File: src/rtl/mem.sv
// mem: synchronous single-port RAM, 2^AW x DW, with registered read-before-write data_out.
// Reset clears both the output register and every storage word.
module mem #(
    parameter int DW = 8,
    parameter int AW = 5
) (
    input  logic          CLK,
    input  logic          RST,
    input  logic [DW-1:0] data_in,
    input  logic [AW-1:0] addr,
    input  logic          write,
    input  logic          read,
    output logic [DW-1:0] data_out
);
    logic [DW-1:0] mem_q [2**AW];
    always_ff @(posedge CLK) begin
        if (RST) begin
            data_out <= '0;
            for (int i = 0; i < 2**AW; i++) mem_q[i] <= '0;
        end else begin
            // Read samples the pre-edge word, so a same-cycle write is seen only later
            if (write) mem_q[addr] <= data_in;
            if (read) data_out <= mem_q[addr];
        end
    end
endmodule

File: config.mk
export PLATFORM = sky130hd
export DESIGN_NAME = mem
export DESIGN_NICKNAME = d
export VERILOG_FILES = /design/src/rtl/mem.sv
export SDC_FILE = /design/constraint.sdc
export NUM_CORES = 1
export LEC_CHECK = 0
export CORE_ASPECT_RATIO = 1.4
export CORE_UTILIZATION = 50
export CTS_CLUSTER_DIAMETER = 200
export CTS_CLUSTER_SIZE = 12
export DETAILED_ROUTE_END_ITERATION = 16
export GPL_TIMING_DRIVEN = 1
export PLACE_DENSITY = 0.66
export SETUP_SLACK_MARGIN = 0.02
export SLEW_MARGIN = 10
export SYNTH_ARGS = -nofsm -noshare
export SYNTH_HDL_FRONTEND = slang
export SYNTH_SLANG_ARGS = --single-unit
File: constraint.sdc
create_clock -name CLK -period 2.6 [get_ports CLK]
set_input_delay 0.52 -clock CLK [delete_from_list [all_inputs] [get_ports CLK]]
set_output_delay 0.52 -clock CLK [all_outputs]
set_load 0.02 [all_outputs]
==> results.yml, run 1 <==
final_layout:
  fin_nets: 944
  num_antenna_cells: 0
  fin_area_mm2: 0.01398
  fin_cells: 1255
  drive_gt1_frac: 0.1937
  fin_util: 0.5792
  syn2layout_area_growth_pct: 12.52
drt:
  drt-wirelength-per-cell_um: 24.86
  wirelength_um: 31200
  route.antenna.remaining_nets: 0
  via_count: 7321
  drt_pass1_iterations: 5
  drt-initial-drc-count: 695
  viasPerCell: 5.833
  drc: 0
global_route:
  grt_overflow_total: 0
  grt_max_degree: 35
  grt_pass1_wl_um: 46650
  grt.total_usage: 0.2557
  antenna_found_initial: 0
  grt_pass1_vias: 7507
floorplan:
  dieArea_mm2: 0.02550
  start_util: 0.5148
  die_h_um: 188.5
  placement_rows: 67
  ioPinCount: 25
  core_mm2: 0.02414
  die_w_um: 135.2
timing:
  period_needed_ns: 2.226
  max_freq_ghz: 0.4492
  skew_ns: 0.006977
  maxSlewViolCount: 0
  grt_setup_unrepaired: "no"
  worstMarginPinSlew_ns: 0.5919
  hold_violations: 0
  maxSlewHeadroom: 0.6041
  setup_viol: 0
  finalCritPeriodShare: 0.8562
logic_synthesis:
  synth_mux_area_frac: 0.1127
  synth_edf_count: 256
  syn_area_mm2: 0.01243
  mappedNetlistNets: 884
  synth_cell_type_count: 55
  synth_fa_ha_area_frac: 0
  yosys.area.top_type: "edfxtp_1"
  synth_ff_type: "edfxtp_1"
  syn_avg_cell_area_um2: 14.33
  synth_top_family_by_area: "simple AND/OR/NAND/NOR gates"
  synth_simple_gate_area_frac: 0.1915
  synthXorXnorAreaFrac: 0
  netlist_instances: 867
  ys_seq_area_frac: 0.6314
  yosysTopAreaCellShare: 0.6185
  ys_warn_count: 0
  synthArstFlopShare: 0
  yosys_register_bits: 264
  synth-compound-area-share: 0.03624
  synthTopCellsByArea: "edfxtp_1 (62%), and2_1 (13%), mux4_2 (6.5%), mux2i_1 (4.3%), or2_2 (1.7%)"
worst_setup_path:
  critPathKind: "in2reg"
  crit_required_ns: 2.98
  arrival_ns: 2.60
  end_kind: "flip-flop"
  r2r_cells: 4
  crit_fanout: 10
  cp-start-kind: "input port"
pwr:
  power_frac_clock: 0.362
  p_seq_frac: 0.551
  p_sw_mw: 2.038
  combPwrFrac: 0.086
  p_leak_nw: 5.019
  total_power_mw: 9.036
  internal_power_mw: 6.998
  switching_share: 0.2255
  p_per_area_mw_per_mm2: 646.1
  max-vdd-ir-drop_mv: 0.4220
clocking:
  numCtsBuffers: 25
  clockBufferDepth: 3
  post_cts_buffers: 0
  cts_tree: "done"
  postCtsHoldBufs: 0
  clock_sinks: 264
  htreeDepth: 1
  ctsResizeCount: 0
  clk_latency_ns: 0.52
  clk_pin_slew_ns: 0.06
  root_buffer: "clkbuf_16"
placed_design:
  io_buffers: 24
  dpl.cell_count: 1210
  place_area_mm2: 0.01328
  dpl.hpwl_um: 21480
  gp_congestion: 0.9509
hold_path:
  hold_class: "reg2reg"
  hold_depth: 2
run_status:
  status: "finished clean"
flow_run:
  max-cap-violations: 0
## cell usage in the layout (no fill, tap or decap), types with 10 or more instances in the layout
cell type          n
and2_1           259
edfxtp_1         256
buf_4             68
mux2i_1           54
nor2_1            36
mux4_2            36
or2_2             34
clkbuf_16         25
clkdlybuf4s50_1   22
clkbuf_1          20
o22ai_1           14
nand2_1           10
## worst max-delay path: stages
cell and delay [ns]:
clkdlybuf4s50_1 0.75, buf_4 0.27, nand4bb_1 0.23, o22ai_1 0.12, nor4_1 0.51, a41oi_1 0.19
## worst paths after layout
| path | slack [ns] | from | to |
|---|---|---|---|
| min reg2reg | 0.52 | data_out[1]$_SDFFE_PP0P_ | data_out[1]$_SDFFE_PP0P_ |
| max | 0.37 | addr[4] | data_out[3]$_SDFFE_PP0P_ |
| min | 0.52 | data_out[1]$_SDFFE_PP0P_ | data_out[1]$_SDFFE_PP0P_ |
| max reg2reg | 0.91 | mem_q[21][4]$_SDFFCE_PN0P_ | data_out[4]$_SDFFE_PP0P_ |
## registers in the layout, indices dropped and copies added (netlist names)
name,count
data_out,8
mem_q,256
## cells by family (layout without fill, tap and decap cells)
kind of cell,count (synthesis),after routing
AOI/OAI and AO/OA,60,60
and+or+nand+nor,387,387
buffers and inverters,63,141
DFF,264,264
muxes,93,93
## cells in the mapped netlist (3+ instances only)
master / instances
dfxtp_1: 8
o221ai_1: 5
nand4bb_1: 3
nand3b_1: 3
buf_4: 9
mux4_2: 36
o21ai_0: 3
or3b_1: 3
o21ai_1: 3
clkbuf_1: 34
a22o_1: 5
nand2b_1: 4
a22oi_1: 6
or2_2: 34
nor3b_1: 4
and2_1: 259
nor2_2: 8
nor2_1: 36
a31oi_1: 4
edfxtp_1: 256
buf_2: 11
o22ai_1: 14
nor3_1: 5
buf_6: 3
a311oi_1: 3
nor4_2: 3
o21bai_1: 3
mux2i_1: 54
nand2_1: 10
## power by group through the flow
stage	sequential (mW)	combinational [mW]	clock (mW)
final	4.98	0.781	3.28
after global routing	5.00	0.820	3.44
after CTS	4.98	0.779	3.30
after detailed placement	5.07	0.777	0
after global placement	5.06	0.765	0
after floorplan	5.03	0.467	0
## per-stage QoR
| step | hold slack, ns | setup WS, ns | setup TNS [ns] |
|---|---|---|---|
| after detailed placement | 0.5128 | -0.01005 | -0.01005 |
| after global routing | 0.5494 | 0.3622 | 0 |
| final | 0.5220 | 0.3738 | 0 |
| after CTS | 0.5211 | 0.5218 | 0 |
| after global placement | 0.5114 | 0.003074 | 0 |
| after floorplan | 0.5555 | 0.5288 | 0 |
## area by class of cell
type	count	area [µm²]
Fill cell	1880	10160
Inverter	2	7.507
Timing Repair Buffer	94	810.8
Sequential cell	264	7848
Clock buffer	45	700.7
Multi-Input combinational cell	540	4230
Tap cell	310	387.9
## layer usage
layer / share of wire / global-route usage
met1: 0.37 / 0.3057
met2: 0.52 / 0.4462
met3: 0.053 / 0.02771
met4: 0.058 / 0.1430
met5: 0 / 0
Note: power is estimated with default switching activity, not from simulation.
==> inputs of run 2 (changes only) <==
- CORE_UTILIZATION: 50 -> 40
- PLACE_DENSITY: 0.66 -> 0.55
- SLEW_MARGIN: 10 -> 0
==> run 2 against run 1 <==
  * Via count shrank 2.5%
  * Core utilization shrank 12 points
  * First-iteration DRC count shrank 26%
  * Die area grew 25%
  * Flip-flop and latch count is the same
  * Total power grew 0.56%
  * Worst hold slack lost 0.0015 ns
  * Combinational power grew 2%
  * Final cell count grew 7.1%
  * Highest routed layer unchanged
==> results.yml, run 2 (same netlist as run 1, synthesis figures left out) <==
clocking:
  postCtsHoldBufs: 0
  htreeDepth: 1
  ctsResizeCount: 0
  root_buffer: "clkbuf_16"
  clk_latency_ns: 0.53
  clockBufferDepth: 3
  post_cts_buffers: 0
  clk_pin_slew_ns: 0.06
  numCtsBuffers: 25
  cts_tree: "done"
  clock_sinks: 264
timing:
  maxSlewHeadroom: 0.6786
  skew_ns: 0.004800
  maxSlewViolCount: 0
  grt_setup_unrepaired: "no"
  hold_violations: 0
  worstMarginPinSlew_ns: 0.4746
  period_needed_ns: 2.133
  finalCritPeriodShare: 0.8206
  setup_viol: 0
  max_freq_ghz: 0.4687
  finalSetupTns_ns: 0
worst_setup_path:
  arrival_ns: 2.57
  r2r_cells: 5
  crit_fanout: 28
  crit_family: "compound AO/OA/AOI/OAI gates"
  crit_required_ns: 3.04
  end_kind: "flip-flop"
  critPathBufInv: 2
  critPathKind: "in2reg"
  slowest_stage: "or4b_1"
  cp-start-kind: "input port"
  r2r_slack_ns: 0.83
  slowest_delay_ns: 0.61
  reg2reg_from: "mem_q[18][0]$_SDFFCE_PN0P_"
  path_depth: 6
  path_cells: "clkdlybuf4s50_1, buf_12, or4b_1, o221ai_1, a211oi_1, a311oi_1"
  critPathLaunch: "addr[2]"
final_layout:
  nFillCells: 2696
  fin_area_mm2: 0.01418
  final_cell_mix: "and2_1 (259), edfxtp_1 (256), buf_4 (75), mux2i_1 (54)"
  multi_input_area_mm2: 0.004230
  num_antenna_cells: 0
  fin_util: 0.4616
  largest-register: "mem_q"
  largest_reg_flops: 256
  drive_gt1_frac: 0.2013
  syn2layout_area_growth_pct: 14.07
  fin_nets: 953
  fin_cells: 1344
  largest_registers: "mem_q x256, data_out x8"
  final_common_cell: "and2_1"
  regArea_mm2: 0.007848
drt:
  wl_met1_um: 12730
  wl_met2_um: 17400
  drt-initial-drc-count: 513
  drc: 0
  route.antenna.remaining_nets: 0
  wirelength_um: 32270
  drt_pass1_iterations: 5
  dr.max_layer_used: "met4"
  via_count: 7136
  drt-wirelength-per-cell_um: 24.01
  wl_met3_um: 1058
  viasPerCell: 5.310
pwr:
  max-vdd-ir-drop_mv: 0.2912
  p_per_area_mw_per_mm2: 640.9
  p_leak_nw: 5.072
  total_power_mw: 9.086
floorplan:
  die_w_um: 151.0
  start_util: 0.4046
  core_mm2: 0.03071
  dieArea_mm2: 0.03179
  ioPinCount: 25
  placement_rows: 76
  die_h_um: 210.6
global_route:
  grt_max_degree: 33
  grt_pass1_vias: 7346
  grt.total_usage: 0.2111
  grt_pass1_wl_um: 47750
  grt_overflow_total: 0
  antenna_found_initial: 0
placed_design:
  gp_congestion: 0.8846
  place_area_mm2: 0.01348
  dpl.hpwl_um: 21890
  io_buffers: 24
  dpl.cell_count: 1299
hold_path:
  hold_depth: 2
  hold_class: "reg2reg"
  hold_path_startpoint: "data_out[2]$_SDFFE_PP0P_"
flow_run:
  max-cap-violations: 0
run_status:
  status: "finished clean"
-- run 2: changes by cell type in the layout (fill, tap and decap cells not counted), sizes merged --
cell and delta:
buf +9
-- run 2: path summary, 6_finish.rpt --
check / to
worst max-delay path: data_out[5]$_SDFFE_PP0P_
worst max register to register: data_out[0]$_SDFFE_PP0P_
worst min-delay path: data_out[2]$_SDFFE_PP0P_
worst min register to register: data_out[2]$_SDFFE_PP0P_
-- run 2: stage by stage --
step                      setup slack (ns)  hold slack (ns)
after detailed placement          -0.07952           0.5131
after global placement            -0.05149           0.5027
final                               0.4665           0.5205
after CTS                           0.4390           0.5221
after global routing                0.3739           0.5398
after floorplan                     0.5288           0.5555
-- run 2: tightest hold or removal path, stage by stage (launching register included) --
cell and delay [ns]:
dfxtp_1 0.33, nor2_1 0.09, a311oi_1 0.05
-- run 2: layout make-up --
type,instances,share of cell area
inverters,2,0.0005295
repair buffers,103,0.06372
clock buffers,45,0.04942
well taps,390,0.03442
flip-flops and latches,264,0.5535
multi-input cells,540,0.2984
-- run 2: where the power goes --
group | internal [mW] | leakage (nW) | total [mW] | switching, mW
Clock | 1.80 | 0.332 | 3.32 | 1.52
Sequential | 4.89 | 2.50 | 4.97 | 0.0838
Combinational | 0.318 | 2.24 | 0.793 | 0.475
Total | 7.01 | 5.07 | 9.09 | 2.08
-- run 2: metal layers --
layer  track usage  vias to the layer above
met1        0.2542                     3613
met2        0.3837                      150
met5             0                        -
met4       0.08448                        0
li1              -                     3322
met3       0.01775                       51
